--- src/rtl/regfile_wb_queue_pkg.sv ---
// Shared CPU constants for the write-back path and register file.
package cpu_pkg;

    localparam int REG_AW   = 4;
    localparam int NUM_REGS = 16;
    localparam int DATA_W   = 16;

    localparam logic [REG_AW-1:0] REG_ZERO = 4'h0;
    localparam logic [REG_AW-1:0] REG_ONES = 4'hF;

    // r0 and r15 are hardwired: writes to them are dropped and reads never forward.
    function automatic logic is_hardwired(input logic [REG_AW-1:0] r);
        return (r == REG_ZERO) || (r == REG_ONES);
    endfunction

endpackage

--- src/rtl/regfile_wb_queue_if.sv ---
// Bus bundle between the producers, the write-back queue and the register file.
interface regfile_wb_queue_if
    import cpu_pkg::*;
#(
    parameter int WIDTH = DATA_W
);
    logic              alu_valid;
    logic              alu_ready;
    logic [REG_AW-1:0] alu_rd;
    logic [WIDTH-1:0]  alu_data;
    logic              mem_valid;
    logic              mem_ready;
    logic [REG_AW-1:0] mem_rd;
    logic [WIDTH-1:0]  mem_data;
    logic              wb_hold;
    logic              we;
    logic [REG_AW-1:0] wr;
    logic [WIDTH-1:0]  wd;
    logic [REG_AW-1:0] rr1;
    logic [REG_AW-1:0] rr2;
    logic              fwd1_hit;
    logic [WIDTH-1:0]  fwd1_data;
    logic              fwd2_hit;
    logic [WIDTH-1:0]  fwd2_data;
    logic [NUM_REGS-1:0] pending;
    logic              full;
    logic              empty;

    modport slave (
        input  alu_valid, alu_rd, alu_data, mem_valid, mem_rd, mem_data,
               wb_hold, rr1, rr2,
        output alu_ready, mem_ready, we, wr, wd, fwd1_hit, fwd1_data,
               fwd2_hit, fwd2_data, pending, full, empty
    );

    modport master (
        output alu_valid, alu_rd, alu_data, mem_valid, mem_rd, mem_data,
               wb_hold, rr1, rr2,
        input  alu_ready, mem_ready, we, wr, wd, fwd1_hit, fwd1_data,
               fwd2_hit, fwd2_data, pending, full, empty
    );
endinterface

--- src/rtl/regfile_wb_queue_fwd.sv ---
// Age-ordered forwarding lookup: youngest valid queue entry targeting rr_i.
module wb_fwd_match
    import cpu_pkg::*;
#(
    parameter int WIDTH = DATA_W,
    parameter int DEPTH = 4,
    parameter int PW    = 2
) (
    input  logic [REG_AW-1:0] rd_i   [DEPTH],
    input  logic [WIDTH-1:0]  data_i [DEPTH],
    input  logic [DEPTH-1:0]  valid_i,
    input  logic [PW-1:0]     head_i,
    input  logic [REG_AW-1:0] rr_i,
    output logic              hit_o,
    output logic [WIDTH-1:0]  data_o
);
    // Walk oldest to youngest from the head; later matches overwrite earlier ones.
    always_comb begin
        logic [PW-1:0] idx;
        hit_o  = 1'b0;
        data_o = '0;
        idx    = '0;
        for (int k = 0; k < DEPTH; k++) begin
            idx = head_i + PW'(k);
            if (valid_i[idx] && (rd_i[idx] == rr_i) && !is_hardwired(rr_i)) begin
                hit_o  = 1'b1;
                data_o = data_i[idx];
            end
        end
    end
endmodule

--- src/rtl/regfile_wb_queue.sv ---
// In-order write-back FIFO feeding the register file write port, with
// pending-write mask and youngest-entry forwarding for two read ports.
module regfile_wb_queue
    import cpu_pkg::*;
#(
    parameter int WIDTH = DATA_W,
    parameter int DEPTH = 4,
    parameter int PW    = 2
) (
    input  logic              clk,
    input  logic              rst_n,
    regfile_wb_queue_if.slave bus
);
    logic [REG_AW-1:0] rd_q   [DEPTH];
    logic [WIDTH-1:0]  data_q [DEPTH];
    logic [DEPTH-1:0]  valid_q, valid_d;
    logic [PW-1:0]     rd_ptr_q, rd_ptr_d;
    logic [PW-1:0]     wr_ptr_q, wr_ptr_d;
    logic [PW:0]       count_q, count_d;

    logic              empty, full, deq, slot_ok;
    logic              mem_fire, alu_fire, enq;
    logic [REG_AW-1:0] enq_rd;
    logic [WIDTH-1:0]  enq_data;

    assign empty   = (count_q == '0);
    assign full    = (count_q == (PW+1)'(DEPTH));
    assign deq     = !empty && !bus.wb_hold;
    assign slot_ok = !full || deq;

    assign bus.mem_ready = slot_ok;
    assign bus.alu_ready = slot_ok && !bus.mem_valid;
    assign mem_fire      = bus.mem_valid && bus.mem_ready;
    assign alu_fire      = bus.alu_valid && bus.alu_ready;
    assign enq_rd        = mem_fire ? bus.mem_rd   : bus.alu_rd;
    assign enq_data      = mem_fire ? bus.mem_data : bus.alu_data;
    // Hardwired destinations complete the handshake but never occupy a slot.
    assign enq           = (mem_fire || alu_fire) && !is_hardwired(enq_rd);

    assign bus.we    = deq;
    assign bus.wr    = empty ? '0 : rd_q[rd_ptr_q];
    assign bus.wd    = empty ? '0 : data_q[rd_ptr_q];
    assign bus.empty = empty;
    assign bus.full  = full;

    // Next-state for pointers, occupancy and per-entry valids.
    always_comb begin
        rd_ptr_d = rd_ptr_q;
        wr_ptr_d = wr_ptr_q;
        count_d  = count_q;
        valid_d  = valid_q;
        if (deq) begin
            valid_d[rd_ptr_q] = 1'b0;
            rd_ptr_d          = rd_ptr_q + 1'b1;
        end
        // Set after clear: when full, the enqueue reuses the slot being drained.
        if (enq) begin
            valid_d[wr_ptr_q] = 1'b1;
            wr_ptr_d          = wr_ptr_q + 1'b1;
        end
        if (enq && !deq)      count_d = count_q + 1'b1;
        else if (!enq && deq) count_d = count_q - 1'b1;
    end

    // Control state register with async reset.
    always_ff @(posedge clk or negedge rst_n) begin
        if (!rst_n) begin
            rd_ptr_q <= '0;
            wr_ptr_q <= '0;
            count_q  <= '0;
            valid_q  <= '0;
        end else begin
            rd_ptr_q <= rd_ptr_d;
            wr_ptr_q <= wr_ptr_d;
            count_q  <= count_d;
            valid_q  <= valid_d;
        end
    end

    // Entry payload storage; qualified by valid_q, so no reset needed.
    always_ff @(posedge clk) begin
        if (enq) begin
            rd_q[wr_ptr_q]   <= enq_rd;
            data_q[wr_ptr_q] <= enq_data;
        end
    end

    // Pending mask: one-hot destination of every valid entry.
    always_comb begin
        bus.pending = '0;
        for (int i = 0; i < DEPTH; i++) begin
            if (valid_q[i]) bus.pending = bus.pending | (NUM_REGS'(1) << rd_q[i]);
        end
    end

    wb_fwd_match #(.WIDTH(WIDTH), .DEPTH(DEPTH), .PW(PW)) u_fwd1 (
        .rd_i    (rd_q),
        .data_i  (data_q),
        .valid_i (valid_q),
        .head_i  (rd_ptr_q),
        .rr_i    (bus.rr1),
        .hit_o   (bus.fwd1_hit),
        .data_o  (bus.fwd1_data)
    );

    wb_fwd_match #(.WIDTH(WIDTH), .DEPTH(DEPTH), .PW(PW)) u_fwd2 (
        .rd_i    (rd_q),
        .data_i  (data_q),
        .valid_i (valid_q),
        .head_i  (rd_ptr_q),
        .rr_i    (bus.rr2),
        .hit_o   (bus.fwd2_hit),
        .data_o  (bus.fwd2_data)
    );
endmodule
--- src/flat_wrapper.sv ---
// flat-port wrapper written by rule: the top's interface ports become plain ports
module regfile_wb_queue_flat import cpu_pkg::*;
#(
    parameter int WIDTH = DATA_W,
    parameter int DEPTH = 4,
    parameter int PW    = 2
)
  (clk, rst_n, bus_alu_valid, bus_alu_rd, bus_alu_data, bus_mem_valid, bus_mem_rd, bus_mem_data, bus_wb_hold, bus_rr1, bus_rr2, bus_alu_ready, bus_mem_ready, bus_we, bus_wr, bus_wd, bus_fwd1_hit, bus_fwd1_data, bus_fwd2_hit, bus_fwd2_data, bus_pending, bus_full, bus_empty);
  regfile_wb_queue_if #(.WIDTH(WIDTH)) bus_i ();
  input  logic clk;
  input  logic rst_n;
  input wire logic [$bits(bus_i.alu_valid)-1:0] bus_alu_valid;
  input wire logic [$bits(bus_i.alu_rd)-1:0] bus_alu_rd;
  input wire logic [$bits(bus_i.alu_data)-1:0] bus_alu_data;
  input wire logic [$bits(bus_i.mem_valid)-1:0] bus_mem_valid;
  input wire logic [$bits(bus_i.mem_rd)-1:0] bus_mem_rd;
  input wire logic [$bits(bus_i.mem_data)-1:0] bus_mem_data;
  input wire logic [$bits(bus_i.wb_hold)-1:0] bus_wb_hold;
  input wire logic [$bits(bus_i.rr1)-1:0] bus_rr1;
  input wire logic [$bits(bus_i.rr2)-1:0] bus_rr2;
  output wire logic [$bits(bus_i.alu_ready)-1:0] bus_alu_ready;
  output wire logic [$bits(bus_i.mem_ready)-1:0] bus_mem_ready;
  output wire logic [$bits(bus_i.we)-1:0] bus_we;
  output wire logic [$bits(bus_i.wr)-1:0] bus_wr;
  output wire logic [$bits(bus_i.wd)-1:0] bus_wd;
  output wire logic [$bits(bus_i.fwd1_hit)-1:0] bus_fwd1_hit;
  output wire logic [$bits(bus_i.fwd1_data)-1:0] bus_fwd1_data;
  output wire logic [$bits(bus_i.fwd2_hit)-1:0] bus_fwd2_hit;
  output wire logic [$bits(bus_i.fwd2_data)-1:0] bus_fwd2_data;
  output wire logic [$bits(bus_i.pending)-1:0] bus_pending;
  output wire logic [$bits(bus_i.full)-1:0] bus_full;
  output wire logic [$bits(bus_i.empty)-1:0] bus_empty;
  assign bus_i.alu_valid = bus_alu_valid;
  assign bus_i.alu_rd = bus_alu_rd;
  assign bus_i.alu_data = bus_alu_data;
  assign bus_i.mem_valid = bus_mem_valid;
  assign bus_i.mem_rd = bus_mem_rd;
  assign bus_i.mem_data = bus_mem_data;
  assign bus_i.wb_hold = bus_wb_hold;
  assign bus_i.rr1 = bus_rr1;
  assign bus_i.rr2 = bus_rr2;
  assign bus_alu_ready = bus_i.alu_ready;
  assign bus_mem_ready = bus_i.mem_ready;
  assign bus_we = bus_i.we;
  assign bus_wr = bus_i.wr;
  assign bus_wd = bus_i.wd;
  assign bus_fwd1_hit = bus_i.fwd1_hit;
  assign bus_fwd1_data = bus_i.fwd1_data;
  assign bus_fwd2_hit = bus_i.fwd2_hit;
  assign bus_fwd2_data = bus_i.fwd2_data;
  assign bus_pending = bus_i.pending;
  assign bus_full = bus_i.full;
  assign bus_empty = bus_i.empty;
  regfile_wb_queue #(.WIDTH(WIDTH), .DEPTH(DEPTH), .PW(PW)) u_core (.clk(clk), .rst_n(rst_n), .bus(bus_i));
endmodule
--- config.mk ---
export PLATFORM = sky130hd
export DESIGN_NAME = regfile_wb_queue_flat
export DESIGN_NICKNAME = d
export VERILOG_FILES = /design/src/rtl/regfile_wb_queue_pkg.sv /design/src/rtl/regfile_wb_queue_if.sv /design/src/rtl/regfile_wb_queue_fwd.sv /design/src/rtl/regfile_wb_queue.sv /design/src/flat_wrapper.sv
export SDC_FILE = /design/constraint.sdc
export NUM_CORES = 1
export LEC_CHECK = 0
export ABC_AREA = 0
export BUFFER_PORTS_ARGS = -buffer_cell sky130_fd_sc_hd__buf_4
export CAP_MARGIN = 10
export CORE_ASPECT_RATIO = 1.25
export CORE_UTILIZATION = 45
export CTS_BUF_LIST = sky130_fd_sc_hd__clkbuf_8
export DETAILED_ROUTE_END_ITERATION = 10
export HOLD_SLACK_MARGIN = 0.08
export PLACE_DENSITY = 0.68
export SYNTH_ARGS = -nofsm -noshare
export SYNTH_HDL_FRONTEND = slang
export SYNTH_SLANG_ARGS = --single-unit
--- constraint.sdc ---
create_clock -name clk -period 15.3 [get_ports clk]
set_input_delay 3.06 -clock clk [delete_from_list [all_inputs] [get_ports clk]]
set_output_delay 3.06 -clock clk [all_outputs]
set_load 0.01 [all_outputs]
-- After elaboration in Yosys (flattened, before gate mapping)
Cells that the tools add are included.
- add/sub/neg operators: 6
- order comparisons: 13
- equality and inequality tests: 12
- shift-type cells: 4
- mux-type cells: 70
- bitwise logic cells: 11
- reduce and logical (&&, ||, !) cells: 45
- operator list (cell ; number):
    $mux 16 ; 23
    $bmux 16 s2 ; 4
    $bwmux 64 ; 1
    $shl 1x4->16 const A ; 4
    $mux 4 ; 13
    $or 16x16->16 ; 3
    $bmux 4 s2 ; 4
    $demux 16 s2 ; 1
    $eq 4x4->1 ; 8
    $logic_and 1x1->1 ; 26
    $bwmux 16 ; 1
    $ge 3x3->1 const B ; 5
    $lt 2x3->1 const B ; 5
    $not 2->3 ; 5
    $mux 1 ; 14
    $eq 4x4->1 const B ; 3
    $logic_not 4->1 ; 3
    $logic_not 1->1 ; 9
    $bmux 1 s2 ; 4
    $demux 4 s2 ; 1
    $mux 3 ; 2
    $logic_or 1x1->1 ; 5
    $add 2x1->2 const B ; 2
    $add 2x2->2 const B ; 2
    11 further kinds ; 13
- flip-flop bits (word level): 91
- input bits: 53
- output and inout port bits: 75
- word-level logic and storage cells: 173

-- Longest topological paths before layout
Gate-level depths: netlist of the first run.
- depth after elaboration: 14
- depth in mapped cells: 16
- depth with buffers taken out: 11

-- Hierarchy
From an unflattened synthesis of the first run, not the netlist that was laid out.
- cell total of the unflattened synthesis: 1134
- area total of the unflattened synthesis: 10343.7 µm²
- by module, submodules not included (module ; instances ; cells each ; area an instance (µm²) ; sequential area each (µm²)):
    wb_fwd_match ; 2 ; 415 ; 2926.6 ; 0.0
    regfile_wb_queue ; 1 ; 304 ; 4490.6 ; 2677.6

-- Least setup slack after synthesis of the first run
No wires, ideal clock.
- path type: input to output
- from: in bus_rr1[1]
- to: out bus_fwd1_data[10]
- arrival: 4.926 ns
- required time: 12.240 ns
- slack: 7.314 ns
- stages: 8
- path buffers: 2
- cell sequence: clkbuf_1 -> or4_1 -> nand3_1 -> or4_4 -> a211oi_4 -> buf_6 -> nand2_2 -> a211oi_2
- word-level cells in the longest chain between the ends: 8
- elaborated cells between the ends (all ways): 20
- classes of those cells: eq/ne (5); mux (4); reduce/logical (11)
- RTL lines (element ; RTL line ; text):
    from (decl) ; flat_wrapper.sv:19 ; input wire logic [$bits(bus_i.rr1)-1:0] bus_rr1;
    $eq 4x4->1 / $logic_not 4->1 (equally long branches) ; regfile_wb_queue_pkg.sv:13 ; return (r == REG_ZERO) || (r == REG_ONES);
    $logic_or 1x1->1 ; regfile_wb_queue_pkg.sv:13 ;
    $logic_not 1->1 ; regfile_wb_queue_fwd.sv:25 ; if (valid_i[idx] && (rd_i[idx] == rr_i) && !is_hardwired(rr_i)) begin
    $logic_and 1x1->1 ; regfile_wb_queue_fwd.sv:25 ;
    $mux 16 (3 in series) ; regfile_wb_queue_fwd.sv:25 ;
    $mux 16 (*) ; regfile_wb_queue_fwd.sv:25 ;
    to (decl) ; flat_wrapper.sv:27 ; output wire logic [$bits(bus_i.fwd1_data)-1:0] bus_fwd1_data;
Mark *: on every way between the ends. The rest lies on a longest branch, timed or not.

-- Worst setup path in the final report of the first run
- from: in bus_rr1[0]
- to: out bus_fwd1_data[15]
Same word-level chain as after synthesis.

==> results of run 1 <==
layout make-up:
class                           instances  area [um2]  share of cell area [%]
Multi-Input combinational cell        466        4620                    52.2
Sequential cell                        91        2680                    30.3
Timing Repair Buffer                  138        1040                    11.7
Tap cell                              216         270                    3.05
Clock buffer                            9         124                    1.40
Clock inverter                          7        57.6                   0.650
Inverter                               15        56.3                   0.636
routing by layer:
layer  wire (um)  track usage (%)
met1        8520             32.0
met2       11700             46.5
met3        1720             4.27
met4         569             9.42
met5           0                0
path summary, 6_finish.rpt:
kind / to / slack, ns / cells after the start
min reg2reg: u_core.count_q[2] / 0.54 / 1
min in group asynchronous: u_core.count_q[1] / 2.50 / 1
max: bus_fwd1_data[15] / 6.52 / 7
min: u_core.count_q[2] / 0.54 / 1
max in group asynchronous: u_core.rd_ptr_q[0] / 12.62 / 1
max reg2reg: u_core.count_q[2] / 11.16 / 11
sequential cells by signal, indices dropped and copies added, names as in the netlist:
| signal | flops |
|---|---|
| u_core.valid_q | 4 |
| u_core.rd_ptr_q | 2 |
| u_core.data_q | 64 |
| u_core.count_q | 3 |
| u_core.wr_ptr_q | 2 |
| u_core.rd_q | 16 |
cell families after synthesis:
group                      after synthesis  share of synthesized area [%]
AOI/OAI and AO/OA                      108                           12.0
DFF                                     91                           35.2
adders and majority gates               10                           1.74
xor gates and xnor gates                37                           4.26
muxes                                  109                           28.6
and+or+nand+nor                        202                           14.0
buffers and inverters                   76                           4.28
synthesized netlist by cell type, drive strengths merged, types with 6 or more instances:
cell / number
mux4: 84
dfrtp: 11
and2: 7
nand3: 9
mux2i: 7
nand2: 53
clkbuf: 41
nor2b: 25
o31ai: 12
buf: 20
nor3: 19
nand2b: 6
edfxtp: 80
xor2: 14
a211oi: 29
o221ai: 13
xnor2: 23
mux2: 18
inv: 15
o21ai: 8
nor2: 45
a221oi: 15
and3: 8
ha: 9
cells in the final DEF (no fill, tap or decap), drive strengths merged, types with 3 or more instances in the layout:
cell type  count
nor3          19
nand4          5
dfrtp         11
or2            5
clkbuf         9
ha             9
or3b           4
a22o           4
xor2          14
nand3          9
xnor2         23
mux2i          7
o31ai         12
and3           8
and2           7
or4            3
mux2          18
a221oi        15
o21ai          8
nand2         53
nor2          45
inv           19
and4           4
a221o          4
buf          138
a22oi          5
and3b          3
mux4          84
a21oi          3
o221ai        13
a211oi        29
nand2b         6
nor2b         25
edfxtp        80
stage by stage:
step	util (%)	area, um2	worst slack [ns]	power [mW]	hold slack (ns)
after floorplan	-	7610	7.31	1.44	0.476
after global placement	53.1	8670	6.65	1.90	0.510
after detailed placement	53.1	8670	6.62	1.92	0.530
after CTS	54.2	8850	6.59	2.08	0.544
after global routing	54.2	8850	6.44	2.21	0.591
final	54.2	8850	6.52	2.08	0.545
power breakdown:
| part | switching, mW | internal [mW] | leakage [nW] |
|---|---|---|---|
| Clock | 0.0901 | 0.0615 | 0.0886 |
| Combinational | 0.761 | 0.712 | 2.21 |
| Sequential | 0.0987 | 0.361 | 0.863 |
==> impl_metrics.ini, run 1 <==
[drt]
drt_first_pass_iters = 5
drt_iter0_drc = 751
wirelength_mm = 22.5
drt_drc_violations_left = 0
wl_per_cell_um = 23.9
ant_nets = 0
vias = 6280
viasPerCell = 6.67

[critical_path]
crit_top_cell = buf_4
path_max_fanout = 16
crit_chain = buf_4 -> or4_1 -> and4_1 -> a211oi_4 -> a221oi_1 -> o21ai_1 -> buf_4
end_kind = primary output
cp-start-kind = primary input
critPathKind = in2out
crit_path_start = bus_rr1[0]
critPathArrivalTime_ns = 5.72
slowest_delay_ns = 0.92
crit_slowest_cell = a211oi_4
critPathRequiredTime_ns = 12.24
crit_family = compound AO/OA/AOI/OAI gates
timing.rr.start = u_core.count_q[0]
path_buf_inv = 2

[job]
cap_violations = 0

[sta]
finClkSkew_ns = 0.0115
timing.setup.tns_ns = 0
period_minus_slack_ns = 8.78
rsz0062_at_grt = false
setup_viol = 0
slew_headroom_pct = 18.4
final_max_slew_viol_count = 0
fmax_mhz = 114
fin_crit_sh_pct = 57.4
finalHoldViolCount = 0
tightest_slew_ns = 1.22

[synthesis]
yosysSeqAreaShare_pct = 35.2
ys.flop_type = edfxtp_1
syn_inst = 633
yosys_warnings = 0
async_flop_share_pct = 12.1
syn-num-nets = 696
synth_area_leader_cell = edfxtp_1
ys_seq_elements = 91
yosysTopAreaCellShare_pct = 31.6
avgSynthCellArea_um2 = 12.0
synth_area_um2 = 7610
synth-edff-count = 80
ys_types = 64
ys_top_cells_by_area = edfxtp_1 32%, mux4_2 24%, dfrtp_1 3.6%, mux2_2 2.7%, xnor2_1 2.6%

[hold_path]
min-delay-start = u_core.count_q[2]
hold_class = reg2reg

[place]
place_congestion = 0.885
portBuffers = 127
dp_cells = 926
place_hpwl_mm = 16.0

[clock_tree]
path_clk_slew_ns = 0.10
numCtsBuffers = 9
cts_max_level = 3
hold_buffers = 0
tritoncts = yes
cts_root_buffer = clkbuf_8
clk_latency_ns = 0.37
cts-resized-gates = 0
cts_buffer_depth = 2
cts_setup_buffers = 0
cts_sinks = 91

[floorplanning]
die-area_um2 = 17400
fp.dieW_um = 118
design.core.area_um2 = 16300
die_h_um = 147
num_rows = 52
top_level_ports = 128
start_util_pct = 46.6

[grt]
grt_pass1_vias = 6239
grt_use_total_pct = 26.2
antenna_found_initial = 0
grt_start_max_net_pins = 69
grt_pass1_wl_mm = 34.9
grt_overflow = 0

[cells_and_area]
syn_to_final_growth_pct = 16.3
nets = 784
drive_gt1_share_pct = 40.2
final.fill_count = 1439
fin_cells = 942
diodes = 0

[pwr]
cellLeakagePower_nw = 3.16
ir_drop_v = 0.000114
p_per_area_nw_per_um2 = 236

[status]
status = finished clean
Note: power is estimated with default switching activity, not from simulation.
==> run 2, diff against run 1 <==
PLACE_DENSITY = 0.71   (was 0.68)
clock period = 7.1 ns   (was 15.3 ns; I/O delays follow)
==> run 2 against run 1 <==
  * Sequential share of layout area is 0.090 points lower
  * Non-clock buffer count stayed put
  * Clock power is 130% higher
  * Clock skew is 0.0026 ns higher
  * Worst hold slack better by 0.0059 ns
  * Routed wire length is 2.4% lower
  * Die area stayed put
  * Critical endpoint is now bus_fwd1_data[3]
  * Largest power group unchanged
==> impl_metrics.ini, run 2 (synthesized netlist as in run 1, its figures left out) <==
[status]
status = finished clean

[drt]
wl_per_cell_um = 23.3
drt_drc_violations_left = 0
drt_iter0_drc = 572
wirelength_mm = 21.9
vias = 6246
ant_nets = 0
viasPerCell = 6.63
drt_first_pass_iters = 8

[critical_path]
cp-start-kind = flop
critPathRequiredTime_ns = 5.68
crit_slowest_cell = nor3_2
crit_top_cell = a211oi_1
critPathKind = reg2out
slowest_delay_ns = 0.86
end_kind = primary output
critPathArrivalTime_ns = 4.21
crit_chain = inv_1 -> ha_2 -> mux4_2 -> xnor2_1 -> nand4_1 -> nor3_2 -> a211oi_1 -> a211oi_1 -> buf_4
path_max_fanout = 20

[cells_and_area]
largest_register_ffs = 64
final_cell_area_um2 = 8870
nets = 784
utilization_pct = 54.3
drive_gt1_share_pct = 40.2
diodes = 0
max_flop_register = u_core.data_q
reg_top3 = u_core.data_q (64), u_core.rd_q (16), u_core.valid_q (4)
syn_to_final_growth_pct = 16.7
final_common_cell = buf_4
final.fill_count = 1395
final_cell_mix = 138 x buf_4, 82 x mux4_2, 80 x edfxtp_1

[grt]
grt_pass1_wl_mm = 33.8
grt_overflow = 0
grt_pass1_vias = 6253
grt_start_max_net_pins = 69
grt_use_total_pct = 25.3
antenna_found_initial = 0

[hold_path]
hold_class = reg2reg

[sta]
finClkSkew_ns = 0.0141
final_max_slew_viol_count = 0
finalHoldViolCount = 0
setup_viol = 0
rsz0062_at_grt = false
tightest_slew_ns = 1.17
period_minus_slack_ns = 5.63
fmax_mhz = 178
fin_crit_sh_pct = 79.3
slew_headroom_pct = 22.0
timing.setup.tns_ns = 0
layout_setup_ws_ns = 1.47

[clock_tree]
cts_root_buffer = clkbuf_8
cts_setup_buffers = 0
tritoncts = yes
cts_max_level = 3
cts_sinks = 91
clk_latency_ns = 0.35
numCtsBuffers = 9
path_clk_slew_ns = 0.09
cts_buffer_depth = 2
cts-resized-gates = 0
hold_buffers = 0

[place]
place_hpwl_mm = 16.0
place_worst_setup_slack_ns = 1.87
place_congestion = 0.907
portBuffers = 127
place_area_um2 = 8670

[floorplanning]
start_util_pct = 46.6
fp.dieW_um = 118
die_h_um = 147
die-area_um2 = 17400
top_level_ports = 128
num_rows = 52
design.core.area_um2 = 16300

[pwr]
p_per_area_nw_per_um2 = 507
cellLeakagePower_nw = 3.18
ir_drop_v = 0.000322

[job]
cap_violations = 0
run 2: area by class of cell:
class | instances | area [um2] | area share, %
repair buffers | 138 | 1040 | 11.7
flip-flops and latches | 91 | 2680 | 30.2
well taps | 216 | 270 | 3.05
clock inverters | 2 | 15.0 | 0.169
inverters | 15 | 56.3 | 0.634
clock buffers | 14 | 193 | 2.17
multi-input cells | 466 | 4620 | 52.1
run 2: final timing paths:
check                                         from                  to  slack, ns  cells past startpoint
min in group asynchronous                    rst_n   u_core.count_q[0]       0.88                      1
worst max register to register   u_core.count_q[0]   u_core.data_q[14]       2.92                      7
worst max-delay path            u_core.rd_ptr_q[0]    bus_fwd1_data[3]       1.47                      9
max in group asynchronous                    rst_n  u_core.rd_ptr_q[0]       6.05                      1
worst min-delay path             u_core.count_q[2]   u_core.count_q[2]       0.55                      1
worst min register to register   u_core.count_q[2]   u_core.count_q[2]       0.55                      1
run 2: metal layers:
layer	GRT usage, %	vias up	share of wire (%)	wire, um
met3	3.34	49	7.8	1720
li1	-	2709	-	-
met1	31.6	3095	38	8270
met5	0	-	0	0
met4	11.5	0	3.1	672
met2	43.8	393	51	11300
run 2: where the power goes:
| group | internal (mW) | total, mW | switching (mW) |
|---|---|---|---|
| combinational | 1.53 | 3.15 | 1.62 |
| sequential | 0.782 | 1.00 | 0.220 |
| clock | 0.176 | 0.349 | 0.173 |
run 2: per-stage QoR:
step                hold slack (ns)  std cells  total power [mW]
finish                        0.551        942              4.50
global route                  0.564        942              4.75
CTS                           0.542        942              4.51
detailed placement            0.530        926              4.15
floorplan                     0.476        633              3.11
global placement              0.517        926              4.09
run 2: worst max-delay path: cells and delay by family, from the launching register on:
family / cells / cell delay, ns
AOI/OAI and AO/OA: 2 / 0.62
adders and majority gates: 1 / 0.54
and+or+nand+nor: 2 / 1.04
buffers and inverters: 2 / 0.36
DFF: 1 / 0.63
xor gates and xnor gates: 1 / 0.25
muxes: 1 / 0.41
==> run 3, diff against run 2 <==
ABC_AREA = 1   (was 0)
PLACE_DENSITY = 0.7   (was 0.71)
clock period = 4.9 ns   (was 7.1 ns; I/O delays follow)
==> run 3 against run 2 <==
  * Setup slack worse by 1.1 ns
  * Clock skew is 0.0019 ns higher
  * Synthesized area is 9.2% higher
  * Largest cell class unchanged
  * Count of clock-buffer cells in the layout is 5 lower
  * Flip-flop and latch count stayed put
==> impl_metrics.ini, run 3 <==
[drt]
wirelength_mm = 23.6
viasPerCell = 5.38
drt_first_pass_iters = 5
vias = 8107
ant_nets = 0
wl_per_cell_um = 15.7
drt_iter0_drc = 946
drt_drc_violations_left = 0

[critical_path]
slowest_delay_ns = 0.59
path_buf_inv = 3
path_max_fanout = 26
critPathRequiredTime_ns = 3.92
crit_slowest_cell = dfrtp_4
critPathKind = reg2out
cp-start-kind = flop
crit_chain = inv_4 -> ha_1 -> inv_2 -> nand3_2 -> nand2_1 -> nand2_1 -> nand2_1 -> nor2_2 -> nand3_4 -> or2_2 -> nand3_1 -> nand2_1 -> nand2_1 -> buf_4
crit_top_cell = nand2_1
crit_family = simple AND/OR/NAND/NOR gates
critPathArrivalTime_ns = 3.53
end_kind = primary output

[pwr]
pwr-share-seq_pct = 19.2
p_per_area_nw_per_um2 = 733
power.switching_mw = 3.80
combPwrFrac_pct = 73.7
ir_drop_v = 0.000428
power.internal_mw = 3.11
cellLeakagePower_nw = 4.51
clkPwrFrac_pct = 7.2
switching_share_pct = 55.0

[clock_tree]
cts_buffer_depth = 2
cts-resized-gates = 0
clk_latency_ns = 0.36
cts_setup_buffers = 0
hold_buffers = 0
cts_max_level = 3
tritoncts = yes
numCtsBuffers = 9
cts_root_buffer = clkbuf_8
cts_sinks = 91
path_clk_slew_ns = 0.10

[cells_and_area]
final.fill_count = 1780
fin_cells = 1507
nets = 1337
diodes = 0
syn_to_final_growth_pct = 13.4
utilization_pct = 52.0
multi_input_area_um2 = 4760
reg_top3 = u_core.data_q (64), u_core.rd_q (16), u_core.valid_q (4)
largest_register_ffs = 64
final_cell_mix = 322 x nand2_1, 141 x buf_4, 140 x nand3_1
max_flop_register = u_core.data_q
final_common_cell = nand2_1
drive_gt1_share_pct = 18.5
regArea_um2 = 2680

[synthesis]
yosys_warnings = 0
yosysTopAreaCellShare_pct = 28.9
ys_top_cells_by_area = edfxtp_1 29%, nand2_1 15%, nand3_1 8.4%, nor2_1 5.2%, inv_1 5.1%
syn-num-nets = 1260
avgSynthCellArea_um2 = 6.94
synth_area_um2 = 8310
syn_inst = 1197
yosysSeqAreaShare_pct = 32.2
synth_area_leader_cell = edfxtp_1
ys_types = 42
synth-edff-count = 80
async_flop_share_pct = 12.1
synthTopCellsByCount = 322 x nand2_1, 140 x nand3_1, 116 x nor2_1
ys.flop_type = edfxtp_1
yosysMostFrequentCell = nand2_1
ys_seq_elements = 91

[grt]
antenna_found_initial = 0
grt_overflow = 0
grt_start_max_net_pins = 68
grt_pass1_vias = 7180
grt_use_total_pct = 25.0
grt_pass1_wl_mm = 37.2

[place]
place_hpwl_mm = 18.0
place_congestion = 0.955
portBuffers = 127
dp_cells = 1491

[floorplanning]
top_level_ports = 128
num_rows = 55
design.core.area_um2 = 18100
fp.dieW_um = 124
die_h_um = 154
start_util_pct = 45.9
die-area_um2 = 19000

[sta]
rsz0062_at_grt = false
fmax_mhz = 222
final_max_slew_viol_count = 0
timing.setup.tns_ns = 0
period_minus_slack_ns = 4.51
finalHoldViolCount = 0
tightest_slew_ns = 0.853
holdWs_ns = 0.429
setup_viol = 0
slew_headroom_pct = 43.1
finClkSkew_ns = 0.0160
fin_crit_sh_pct = 92.0

[job]
cap_violations = 0

[hold_path]
hold_class = in2async

[status]
status = finished clean
[run 3: changes by cell type after synthesis, sizes merged, moves of 29 or more]
cell    delta
nand2    +276
nand3    +137
inv      +101
mux4      -84
nor2      +81
o21ai     +78
buf       +39
nand4     +35
or2       +34
a211oi    -29
mux2i     +29
[run 3: kinds of logic after synthesis]
group / Yosys count / synth area share (%)
simple gates: 701 / 38.1
buf+inv: 191 / 10.7
compound gates: 143 / 9.95
flops: 91 / 32.2
mux: 53 / 6.64
fa+ha+maj: 10 / 1.60
xor+xnor: 8 / 0.843
[run 3: worst reg2reg max path, cell delays in order, from the launching register on]
cell     delay [ns]
dfrtp_1        0.47
nor3_2         0.24
nand2_2        0.12
nand2_2        0.40
nand2_1        0.09
o21ai_0        0.12
inv_1          0.14
nand2_1        0.08
nand2_1        0.05
nand2_1        0.06
nand2_1        0.21
inv_1          0.16
ha_1           0.15
inv_1          0.07
fa_1           0.44
a21oi_1        0.14
o21ai_0        0.12
xor2_1         0.16
[run 3: area by class of cell]
| type | count | area share [%] |
|---|---|---|
| Clock buffer | 9 | 1.31 |
| Clock inverter | 7 | 0.797 |
| Inverter | 116 | 4.65 |
| Multi-Input combinational cell | 915 | 50.5 |
| Sequential cell | 91 | 28.5 |
| Tap cell | 228 | 3.03 |
| Timing Repair Buffer | 141 | 11.2 |
[run 3: path summary, 6_finish.rpt]
path	depth (start not counted)	to	slack (ns)	from
worst max-delay path	14	bus_fwd2_data[1]	0.39	u_core.rd_ptr_q[0]
worst min-delay path	1	u_core.count_q[1]	0.43	rst_n
worst max register to register	17	u_core.count_q[2]	1.58	u_core.count_q[0]
worst min register to register	2	u_core.wr_ptr_q[1]	0.56	u_core.wr_ptr_q[1]
max in group asynchronous	1	u_core.rd_ptr_q[0]	4.28	rst_n
min in group clk	2	u_core.wr_ptr_q[1]	0.56	u_core.wr_ptr_q[1]
[run 3: stage by stage]
step                      total power [mW]  setup WS, ns  instance area, um2
after floorplan                       4.81          1.22                8310
after global placement                6.30         0.709                9210
after detailed placement              6.35         0.618                9210
after CTS                             6.86         0.200                9410
after global routing                  7.52        0.0911                9420
final                                 6.91         0.393                9420
[run 3: power by group through the flow]
stage	logic, mW	registers [mW]	clock network [mW]
2_1_floorplan	3.58	1.23	0
6_report	5.09	1.32	0.494
5_1_grt	5.64	1.35	0.534
3_3_place_gp	4.97	1.33	0
4_1_cts	5.04	1.32	0.505
3_5_place_dp	5.02	1.34	0
[run 3: per-layer routing]
layer,part of all wire [%],vias to the layer above,global-route usage [%],wire length [um]
met2,43,365,37.7,10200
met5,0,-,0,0
met3,7.9,43,3.60,1850
met1,46,3573,36.5,11000
met4,2.3,0,8.20,532
li1,-,4126,-,-
